--- config.mk ---
export PLATFORM = sky130hd
export DESIGN_NAME = if_fetch
export DESIGN_NICKNAME = d
export VERILOG_FILES = /design/src/rtl/if_fetch.sv
export SDC_FILE = /design/constraint.sdc
export NUM_CORES = 1
export LEC_CHECK = 0
export BUFFER_PORTS_ARGS = -buffer_cell sky130_fd_sc_hd__buf_2
export CAP_MARGIN = 5
export CORE_ASPECT_RATIO = 2
export CORE_UTILIZATION = 35
export DETAILED_ROUTE_END_ITERATION = 6
export PLACE_DENSITY = 0.63
export SLEW_MARGIN = 20
export SYNTH_ARGS = -nofsm -noshare
export SYNTH_HDL_FRONTEND = slang
export SYNTH_SLANG_ARGS = --single-unit
--- constraint.sdc ---
create_clock -name clk -period 13.1 [get_ports clk]
set_input_delay 2.62 -clock clk [delete_from_list [all_inputs] [get_ports clk]]
set_output_delay 2.62 -clock clk [all_outputs]
set_load 0.01 [all_outputs]
--- src/rtl/if_fetch.sv ---
// Instruction fetch stage: owns the PC, issues in-order bus fetches, buffers up to
// two in-flight/returned instructions and drives a registered IF->ID output.
module if_fetch #(
  parameter logic [31:0] RESET_PC = 32'h0000_0000,
  parameter logic [31:0] NOP_INST = 32'h0000_0013
) (
  input  logic        clk,
  input  logic        rst_n,
  input  logic [5:0]  stall,
  input  logic        ctrl_jump_flag,
  input  logic [31:0] ctrl_jump_addr,
  output logic        ibus_req,
  output logic [31:0] ibus_addr,
  input  logic        ibus_gnt,
  input  logic        ibus_rvalid,
  input  logic [31:0] ibus_rdata,
  output logic [31:0] if_inst,
  output logic [31:0] if_inst_addr,
  output logic        if_valid,
  output logic        o_dbg_state
);

  // Bus handshake: a request transfers on any edge where ibus_req && ibus_gnt;
  // ibus_req/ibus_addr stay stable until granted unless a jump or stall withdraws
  // them. Each granted request gets exactly one ibus_rvalid pulse, in grant order.
  typedef enum logic {
    S_RUN   = 1'b0,
    S_FLUSH = 1'b1
  } state_t;

  state_t      r_state;
  state_t      w_state_nxt;
  logic [31:0] r_pc;
  logic [1:0]  r_out;
  logic [1:0]  r_disc;
  logic [1:0]  r_cnt;
  logic [1:0]  r_nfill;
  logic        r_head;
  logic [31:0] r_buf_addr [2];
  logic [31:0] r_buf_inst [2];
  logic [31:0] r_if_inst;
  logic [31:0] r_if_inst_addr;
  logic        r_if_valid;

  logic        w_resp;
  logic        w_pop;
  logic [1:0]  w_buffered;
  logic [2:0]  w_occupancy;
  logic        w_grant;
  logic        w_discard;
  logic        w_fill;
  logic        w_fill_idx;
  logic        w_alloc_idx;
  logic [1:0]  w_out_nxt;
  logic [1:0]  w_disc_nxt;
  logic        w_unused;

  assign w_unused = ^stall[5:2];

  // A response with nothing outstanding belongs to a pre-reset request.
  assign w_resp = ibus_rvalid & (r_out != 2'd0);

  // Filled entries always form a prefix starting at the head.
  assign w_pop = ~stall[1] & ~ctrl_jump_flag & (r_nfill != 2'd0);

  // The entry handed to decode this cycle frees its slot for a new request.
  assign w_buffered  = r_nfill - {1'b0, w_pop};
  assign w_occupancy = {1'b0, r_out} + {1'b0, w_buffered};

  assign ibus_req  = rst_n & ~ctrl_jump_flag & ~stall[0] & (w_occupancy < 3'd2);
  assign ibus_addr = r_pc;
  assign w_grant   = ibus_req & ibus_gnt;

  assign w_discard   = w_resp & (r_disc != 2'd0);
  assign w_fill      = w_resp & (r_disc == 2'd0) & ~ctrl_jump_flag;
  assign w_fill_idx  = r_head + r_nfill[0];
  assign w_alloc_idx = r_head + r_cnt[0];
  assign w_out_nxt   = r_out + {1'b0, w_grant} - {1'b0, w_resp};

  always_comb begin
    w_state_nxt = r_state;
    w_disc_nxt  = r_disc;
    if (ctrl_jump_flag) begin
      // Every request still in flight after this edge predates the redirect.
      w_disc_nxt  = w_out_nxt;
      w_state_nxt = (w_out_nxt != 2'd0) ? S_FLUSH : S_RUN;
    end else begin
      if (w_discard) begin
        w_disc_nxt = r_disc - 2'd1;
      end
      if ((r_state == S_FLUSH) && (w_disc_nxt == 2'd0)) begin
        w_state_nxt = S_RUN;
      end
    end
  end

  always_ff @(posedge clk) begin
    if (!rst_n) begin
      r_state <= S_RUN;
      r_pc    <= RESET_PC;
      r_out   <= 2'd0;
      r_disc  <= 2'd0;
      r_cnt   <= 2'd0;
      r_nfill <= 2'd0;
      r_head  <= 1'b0;
    end else begin
      r_state <= w_state_nxt;
      r_out   <= w_out_nxt;
      r_disc  <= w_disc_nxt;
      if (ctrl_jump_flag) begin
        r_pc    <= {ctrl_jump_addr[31:2], 2'b00};
        r_cnt   <= 2'd0;
        r_nfill <= 2'd0;
      end else begin
        if (w_grant) begin
          r_pc <= r_pc + 32'd4;
        end
        r_cnt   <= r_cnt + {1'b0, w_grant} - {1'b0, w_pop};
        r_nfill <= r_nfill + {1'b0, w_fill} - {1'b0, w_pop};
        r_head  <= r_head ^ w_pop;
      end
    end
  end

  // Buffer payload carries no control meaning, so it needs no reset.
  always_ff @(posedge clk) begin
    if (w_grant) begin
      r_buf_addr[w_alloc_idx] <= r_pc;
    end
    if (w_fill) begin
      r_buf_inst[w_fill_idx] <= ibus_rdata;
    end
  end

  always_ff @(posedge clk) begin
    if (!rst_n) begin
      r_if_inst      <= NOP_INST;
      r_if_inst_addr <= 32'd0;
      r_if_valid     <= 1'b0;
    end else if (ctrl_jump_flag || !stall[1]) begin
      if (w_pop) begin
        r_if_inst      <= r_buf_inst[r_head];
        r_if_inst_addr <= r_buf_addr[r_head];
        r_if_valid     <= 1'b1;
      end else begin
        r_if_inst      <= NOP_INST;
        r_if_inst_addr <= 32'd0;
        r_if_valid     <= 1'b0;
      end
    end
  end

  assign if_inst      = r_if_inst;
  assign if_inst_addr = r_if_inst_addr;
  assign if_valid     = r_if_valid;
  assign o_dbg_state  = r_state;

endmodule

Word level (Yosys, flattened, before mapping)
Memory sizes are Yosys's and may differ from the RTL's. A register that Yosys moved wholly into a read port is not among the register bits.
Cells that the tools add are included.
- register bits after elaboration: 107
- RAM bits: 128
- input bits: 75
- word-level logic and storage cells: 72
- memories kept: 2
- $add $sub $neg: 12
- magnitude comparators: 1
- muxes and demuxes: 19
- bitwise logic cells: 15
- reduce and logical (&&, ||, !) cells: 12
- memory list (memory ; depth ; bits a word ; rd ports ; clocked after memory_dff ; wr ports ; RTL line ; RTL):
    r_buf_addr ; 2 ; 32 ; 1 ; 1 ; 1 ; 39 ; logic [31:0] r_buf_addr [2];
    r_buf_inst ; 2 ; 32 ; 1 ; 1 ; 1 ; 40 ; logic [31:0] r_buf_inst [2];
- operator list (operator ; number):
    $mux W32 ; 4
    $add A32 B3 Y32 const B ; 1
    $mux W1 ; 12
    $reduce_bool A2 Y1 ; 6
    $and A1 B1 Y1 ; 10
    $sub A2 B1 Y2 ; 4
    $add A2 B1 Y2 ; 3
    $mux W2 ; 3
    $logic_not A2 Y1 ; 2
    $not A1 Y1 ; 4
    $add A2 B2 Y3 ; 1
    $lt A3 B2 Y1 const B ; 1
    $add A1 B1 Y1 ; 2
    $reduce_or A2 Y1 ; 1
    $sub A2 B1 Y2 const B ; 1
    $logic_and A1 B1 Y1 ; 1
    $logic_not A1 Y1 ; 1
    $logic_or A1 B1 Y1 ; 1
    $xor A1 B1 Y1 ; 1

Logic depth before layout (Yosys ltp)
Gate-level depths: netlist (run 1).
- word-level depth: 13
- mapped depth: 18

Worst setup path after synthesis (run 1)
No wires, ideal clock.
- path type: input-to-output
- start point: in ctrl_jump_flag
- end point: out ibus_req
- data arrival time: 4569 ps
- required time: 10480 ps
- setup slack: 5911 ps
- stages: 8
- path buffers: 2
- path through: buf_2 -> nor3_1 -> clkbuf_1 -> ha_1 -> nand2b_1 -> fa_1 -> nand2_1 -> nor3_1
- word-level cells in the longest chain between the ends: 7
- elaborated cells on any way between the ends: 9
- classes of those cells: add/sub (2); order compare (1); bitwise (6)
- RTL lines (element ; RTL line ; RTL):
    start: declaration ; 10 ; input logic ctrl_jump_flag,
    $not A1 Y1 ; 64 ; assign w_pop = ~stall[1] & ~ctrl_jump_flag & (r_nfill != 2'd0);
    $and A1 B1 Y1 (2 in a row) ; 64 ;
    net w_pop ; 46 ; logic w_pop;
    $sub A2 B1 Y2 ; 67 ; assign w_buffered = r_nfill - {1'b0, w_pop};
    $add A2 B2 Y3 ; 68 ; assign w_occupancy = {1'b0, r_out} + {1'b0, w_buffered};
    $lt A3 B2 Y1 ; 70 ; assign ibus_req = rst_n & ~ctrl_jump_flag & ~stall[0] & (w_occupancy < 3'd2);
    $and A1 B1 Y1 ; 70 ;
    end: declaration ; 12 ; output logic ibus_req,
The timed path passes the listed nets, and every way through them passes these cells.

Worst setup path after layout (run 1)
- start point: in ctrl_jump_flag
- end point: out ibus_req
- word-level cells in the longest chain between the ends: 7
- elaborated cells on any way between the ends: 9
- classes of those cells: add/sub (2); order compare (1); bitwise (6)
- RTL lines (element ; RTL line):
    $not A1 Y1 (*) ; 64, 70
    $and A1 B1 Y1 (2 in a row) ; 64
    $sub A2 B1 Y2 ; 67
    $add A2 B2 Y3 ; 68
    $lt A3 B2 Y1 ; 70
    $and A1 B1 Y1 (*) ; 70
Mark *: on every way between the ends. The rest lies on a longest branch, timed or not.

==> results of run 1 <==
## worst max-delay path by stage
stage | to | cells after the start
3_5_place_dp | ibus_req | 9
3_3_place_gp | ibus_req | 9
4_1_cts | ibus_req | 9
6_report | ibus_req | 9
5_1_grt | ibus_req | 9
2_1_floorplan | ibus_req | 8
## power breakdown
group	internal [mW]	switching, mW	total [mW]
Combinational	0.0443	0.0651	0.109
Clock	0.360	0.266	0.625
Sequential	0.776	0.0209	0.797
Total	1.18	0.352	1.53
## metrics by stage
step	setup WS [ns]	util	cell area (um^2)
final	6.005	0.4296	10800
after global routing	5.842	0.4296	10800
after CTS	5.972	0.4294	10790
after detailed placement	5.996	0.4015	10090
after global placement	5.992	0.4015	10090
after floorplan	5.911	-	8970
## registers in the layout, summed over array words and instances, names as in the netlist, named ones only
name	count
r_buf_inst	64
if_inst	32
r_cnt	1
r_head	1
if_inst_addr	30
o_dbg_state	1
r_nfill	2
if_valid	1
r_buf_addr	60
ibus_addr	30
r_disc	2
r_out	2
## final cells by class
cell class	instances	area, um^2	share of cell area
Inverter	13	50.05	0.004634
Tap cell	336	420.4	0.03893
Sequential cell	227	5789	0.5361
Clock buffer	28	591.8	0.05480
Clock inverter	9	108.9	0.01008
Timing Repair Buffer	170	868.3	0.08041
Antenna cell	2	5.005	0.0004634
Multi-Input combinational cell	429	2965	0.2746
## cell families (layout without fill, tap and decap cells)
logic type | count (synthesis) | count (layout) | synth area share
DFF | 227 | 227 | 0.6458
other | 1 | 6 | 0.0004186
buffers and inverters | 61 | 220 | 0.02835
adders and majority gates | 8 | 8 | 0.01201
AOI/OAI and AO/OA | 136 | 136 | 0.1038
xor gates and xnor gates | 21 | 21 | 0.02053
muxes | 68 | 68 | 0.08533
and+or+nand+nor | 192 | 192 | 0.1038
## placed cells by master, fill, tap and decap left out, types with 2 or more instances in the layout
| cell type | instances |
|---|---|
| a211oi_1 | 2 |
| a21oi_1 | 19 |
| a221oi_1 | 2 |
| a22oi_1 | 62 |
| a2bb2oi_1 | 6 |
| a31oi_1 | 6 |
| a32oi_1 | 3 |
| and2_1 | 8 |
| and3_1 | 5 |
| and4_1 | 5 |
| and4b_1 | 2 |
| buf_2 | 163 |
| buf_4 | 7 |
| bufinv_16 | 2 |
| clkbuf_1 | 3 |
| clkbuf_16 | 21 |
| clkbuf_8 | 4 |
| clkinv_2 | 3 |
| clkinvlp_4 | 2 |
| conb_1 | 4 |
| dfxtp_1 | 102 |
| diode_2 | 2 |
| edfxtp_1 | 124 |
| ha_1 | 7 |
| inv_1 | 11 |
| mux2_2 | 62 |
| mux2i_1 | 4 |
| nand2_1 | 38 |
| nand3_1 | 12 |
| nand4_1 | 12 |
| nor2_1 | 84 |
| nor2_4 | 2 |
| nor2b_4 | 3 |
| nor3_1 | 7 |
| nor4_2 | 4 |
| o21ai_0 | 20 |
| o22ai_1 | 8 |
| or3_1 | 4 |
| xnor2_1 | 12 |
| xor2_1 | 9 |
## worst max-delay path: cells and delay by family
kind                       cells  cell delay (ns)
and+or+nand+nor                4             0.58
adders and majority gates      2             0.74
buffers and inverters          3             0.54
## per-layer routing
layer  share of wire  global-route usage  up-vias
li1                -                   -     2925
met1            0.36              0.1786     2998
met2            0.56              0.3249      175
met3           0.040             0.02471       46
met4           0.034             0.08076        8
met5          0.0020                   0        -
==> impl_metrics.json, run 1 <==
{
  "hold_path.class": "reg2reg",
  "clock_latency_ns": 0.51,
  "synth_area_per_cell_um2": 12.55,
  "period_needed_ns": 7.095,
  "clock_path_buffers": 3,
  "netlist_top_cells_area": "edfxtp_1, dfxtp_1, mux2_2, a22oi_1, nor2_1",
  "die_h_um": 228.3,
  "gp_congestion": 0.7274,
  "startpoint_type": "input port",
  "leakagePower_nw": 4.034,
  "crit_path_max_incr_delay_ns": 0.49,
  "cts_sinks": 227,
  "nNetsFinal": 945,
  "yosys_register_bits": 227,
  "synth_top_cell_by_area": "edfxtp_1",
  "yosysSeqAreaShare": 0.6458,
  "dieArea_um2": 26280,
  "synthTopCellsByCount": "edfxtp_1, dfxtp_1, nor2_1",
  "grt_start_max_net_pins": 81,
  "cts-root-buf": "clkbuf_16",
  "fill_cells": 2400,
  "layout-drive-gt1-share": 0.3219,
  "rows": 82,
  "status": "finished, final reports clean",
  "io_pins": 174,
  "start_util": 0.3564,
  "tightest_slew_ns": 1.052,
  "antenna_left": 0,
  "synth_top_area_share": 0.4156,
  "cts_tree": "yes",
  "drc": 0,
  "postCtsResizedCells": 0,
  "yosys_warnings": 0,
  "cts_setup_buffers": 0,
  "cts_buffers": 21,
  "path_cells": "buf_2 > buf_4 > nor3_2 > ha_1 > nand2b_1 > fa_1 > nand2_1 > nor3_1 > buf_2",
  "max_cap_violations": 0,
  "crit_start": "ctrl_jump_flag",
  "reg2reg_slack_ns": 9.26,
  "holdWs_ns": 0.4837,
  "clock_skew_ns": 0.01452,
  "dp.cells": 1175,
  "min_to": "if_valid$_SDFFE_PN0P_",
  "critPathCaptureType": "primary output",
  "final_cells": 1214,
  "syn_area_um2": 8959,
  "antenna_found_initial": 6,
  "whs_path_depth": 2,
  "r2r.worst_path.cells": 15,
  "relSlewSlack": 0.2970,
  "rsz0062_at_grt": "no",
  "power_density_nw_per_um2": 141.9,
  "grt_first_pass_wirelength_um": 33750,
  "grt_overflow": 0,
  "setup_viol_count_final": 0,
  "worstHoldStart": "if_valid$_SDFFE_PN0P_",
  "coreArea_um2": 25140,
  "hpwl_um": 14540,
  "hold_violations": 0,
  "drt_iter0_drc": 350,
  "drv_slew": 0,
  "first_pass_iters": 5,
  "cts_hold_buf": 0,
  "grtUsageTotal": 0.1711,
  "period_share": 0.5416,
  "routed_wl_um": 22260,
  "path_class": "in2out",
  "avgViaCountPerCell": 5.068,
  "r2r-start": "r_nfill[0]$_SDFF_PP0_",
  "cts_max_level": 1,
  "fp.dieW_um": 115.1,
  "syn_to_final_growth_pct": 20.54,
  "synthArstFlopShare": 0,
  "critPathSlowestCell": "fa_1",
  "crit_path_frequent_cell": "buf_2",
  "path_clk_slew_ns": 0.06,
  "tns_ns": 0,
  "num_vias": 6152,
  "power_mw": 1.532,
  "synth_most_common_cell": "edfxtp_1",
  "port_buffers": 163,
  "ys.flop_type": "edfxtp_1",
  "first_global_vias": 6035,
  "synth_edf_count": 124,
  "critPathMaxFanout": 34,
  "fmax_mhz": 140.9,
  "avgRoutedWirePerCell_um": 18.34,
  "vdd_drop_max_uv": 100.9,
  "netlist_instances": 714,
  "ys_types": 53,
  "cp.arrival_ns": 4.48,
  "required_ns": 10.48,
  "rr_endpoint": "o_dbg_state$_SDFFE_PN0P_"
}
(Power assumes the default switching activity.)
==> run 2, diff against run 1 <==
--- a/config.mk
+++ b/config.mk
@@ -10,7 +10,7 @@
 export CORE_ASPECT_RATIO = 2
 export CORE_UTILIZATION = 35
 export DETAILED_ROUTE_END_ITERATION = 6
-export PLACE_DENSITY = 0.63
+export PLACE_DENSITY = 0.65
 export SLEW_MARGIN = 20
 export SYNTH_ARGS = -nofsm -noshare
 export SYNTH_HDL_FRONTEND = slang
==> constraint.sdc (replaced) <==
create_clock -name clk -period 6 [get_ports clk]
set_input_delay 1.2 -clock clk [delete_from_list [all_inputs] [get_ports clk]]
set_output_delay 1.2 -clock clk [all_outputs]
set_load 0.01 [all_outputs]
==> run 2 against run 1 <==
Sequential power is 120% higher. Sequential share of layout area is 0.75 points lower. Largest power group unchanged. Clock-buffer cell count up 2. Worst setup slack worse by 4.0 ns. Clock skew rose by 0.0050 ns. Die area did not move. Final cell count increased by 0.49%. Combinational power up 120%. Register-to-register slack got worse by 6.8 ns. Hold slack improved by 0.0043 ns.
==> impl_metrics.json, run 2 (synthesis results as in run 1) <==
{
  "cts_buffers": 22,
  "clock_latency_ns": 0.52,
  "fp.dieW_um": 115.1,
  "io_pins": 174,
  "routed_wl_um": 22690,
  "port_buffers": 163,
  "layout-drive-gt1-share": 0.3269,
  "regMostFlops": "r_buf_inst",
  "coreArea_um2": 25140,
  "grt_first_pass_wirelength_um": 34580,
  "clock_skew_ns": 0.01948,
  "postCtsResizedCells": 0,
  "dieArea_um2": 26280,
  "drt_iter0_drc": 284,
  "rr_endpoint": "o_dbg_state$_SDFFE_PN0P_",
  "power_density_nw_per_um2": 325.5,
  "final_common_cell": "buf_2",
  "grt_start_max_net_pins": 67,
  "setup_viol_count_final": 0,
  "fill_cells": 2380,
  "hold_path.class": "reg2reg",
  "drv_slew": 0,
  "vdd_drop_max_uv": 261.1,
  "path_class": "in2out",
  "holdWs_ns": 0.4880,
  "grt_overflow": 0,
  "cts_hold_buf": 0,
  "r2r.worst_path.cells": 15,
  "dp.cells": 1177,
  "tns_ns": 0,
  "min_to": "if_inst[4]$_SDFFE_PN1P_",
  "hpwl_um": 14980,
  "syn_to_final_growth_pct": 22.26,
  "whs_path_depth": 2,
  "final_cells": 1220,
  "avgViaCountPerCell": 5.043,
  "gp_congestion": 0.7916,
  "cts-root-buf": "clkbuf_16",
  "first_pass_iters": 4,
  "hold_violations": 0,
  "rsz0062_at_grt": "no",
  "cts_sinks": 227,
  "fmax_mhz": 248.8,
  "first_global_vias": 6248,
  "grtUsageTotal": 0.1747,
  "relSlewSlack": 0.2918,
  "path_clk_slew_ns": 0.06,
  "die_h_um": 228.3,
  "rows": 82,
  "placed_cell_area_um2": 10110,
  "critPathMaxFanout": 2,
  "period_share": 0.6698,
  "critPathCaptureType": "primary output",
  "clock_path_buffers": 3,
  "required_ns": 4.80,
  "nNetsFinal": 948,
  "tightest_slew_ns": 1.060,
  "cts_max_level": 1,
  "antenna_left": 0,
  "status": "finished, final reports clean",
  "avgRoutedWirePerCell_um": 18.60,
  "worstHoldStart": "if_inst[4]$_SDFFE_PN1P_",
  "drc": 0,
  "leakagePower_nw": 4.113,
  "largest_register_ffs": 64,
  "reg2reg_slack_ns": 2.42,
  "period_needed_ns": 4.019,
  "r2r-start": "r_nfill[0]$_SDFF_PP0_",
  "cts_tree": "yes",
  "cts_setup_buffers": 0,
  "num_vias": 6152,
  "cp.arrival_ns": 2.82,
  "final_cell_mix": "buf_2, edfxtp_1, dfxtp_1, nor2_1",
  "startpoint_type": "input port",
  "antenna_found_initial": 5,
  "max_cap_violations": 0,
  "fin_area_um2": 10950,
  "start_util": 0.3564
}
run 2: how the worst max path moves through the flow:
stage | start | end | slack (ns)
finish | ctrl_jump_flag | ibus_req | 1.98
global route | ctrl_jump_flag | o_dbg_state$_SDFFE_PN0P_ | 1.74
CTS | ctrl_jump_flag | ibus_req | 1.96
detailed placement | ctrl_jump_flag | o_dbg_state$_SDFFE_PN0P_ | 1.46
global placement | ctrl_jump_flag | o_dbg_state$_SDFFE_PN0P_ | 1.47
floorplan | ctrl_jump_flag | r_buf_addr[0][10]$_DFFE_PP_ | 0.52
run 2: layout make-up:
cell class	count	area (um^2)	share of cell area
multi-input cells	429	2965	0.2707
well taps	336	420.4	0.03838
diodes	3	7.507	0.0006854
inverters	13	50.05	0.004569
clock inverters	10	185.2	0.01691
clock buffers	30	651.9	0.05952
flip-flops and latches	227	5789	0.5286
repair buffers	172	883.3	0.08065
run 2: metrics by stage:
stage	power, mW	setup slack (ns)	util
detailed placement	2.021	1.459	0.4021
global placement	2.013	1.471	0.4021
floorplan	1.915	0.5207	-
finish	3.565	1.981	0.4357
global route	3.695	1.737	0.4356
CTS	3.613	1.960	0.4354
run 2: worst max-delay path, cell delays in order:
cell and delay (ns):
buf_2 0.13, nor3_2 0.21, ha_1 0.25, nand2b_1 0.15, fa_1 0.49, nand2_1 0.05, nor3_1 0.13, buf_2 0.19
run 2: per-layer routing:
layer,global-route usage,wire [um],vias to the layer above
met5,0,31,-
met3,0.02949,1029,50
met1,0.1750,8169,2977
met4,0.08807,854,6
li1,-,-,2940
met2,0.3343,12610,179
run 2: power by group:
part | internal (mW) | switching (mW) | total (mW) | leakage, nW
Sequential | 1.69 | 0.0452 | 1.74 | 1.97
Clock | 0.981 | 0.602 | 1.58 | 0.409
Combinational | 0.0973 | 0.145 | 0.242 | 1.74
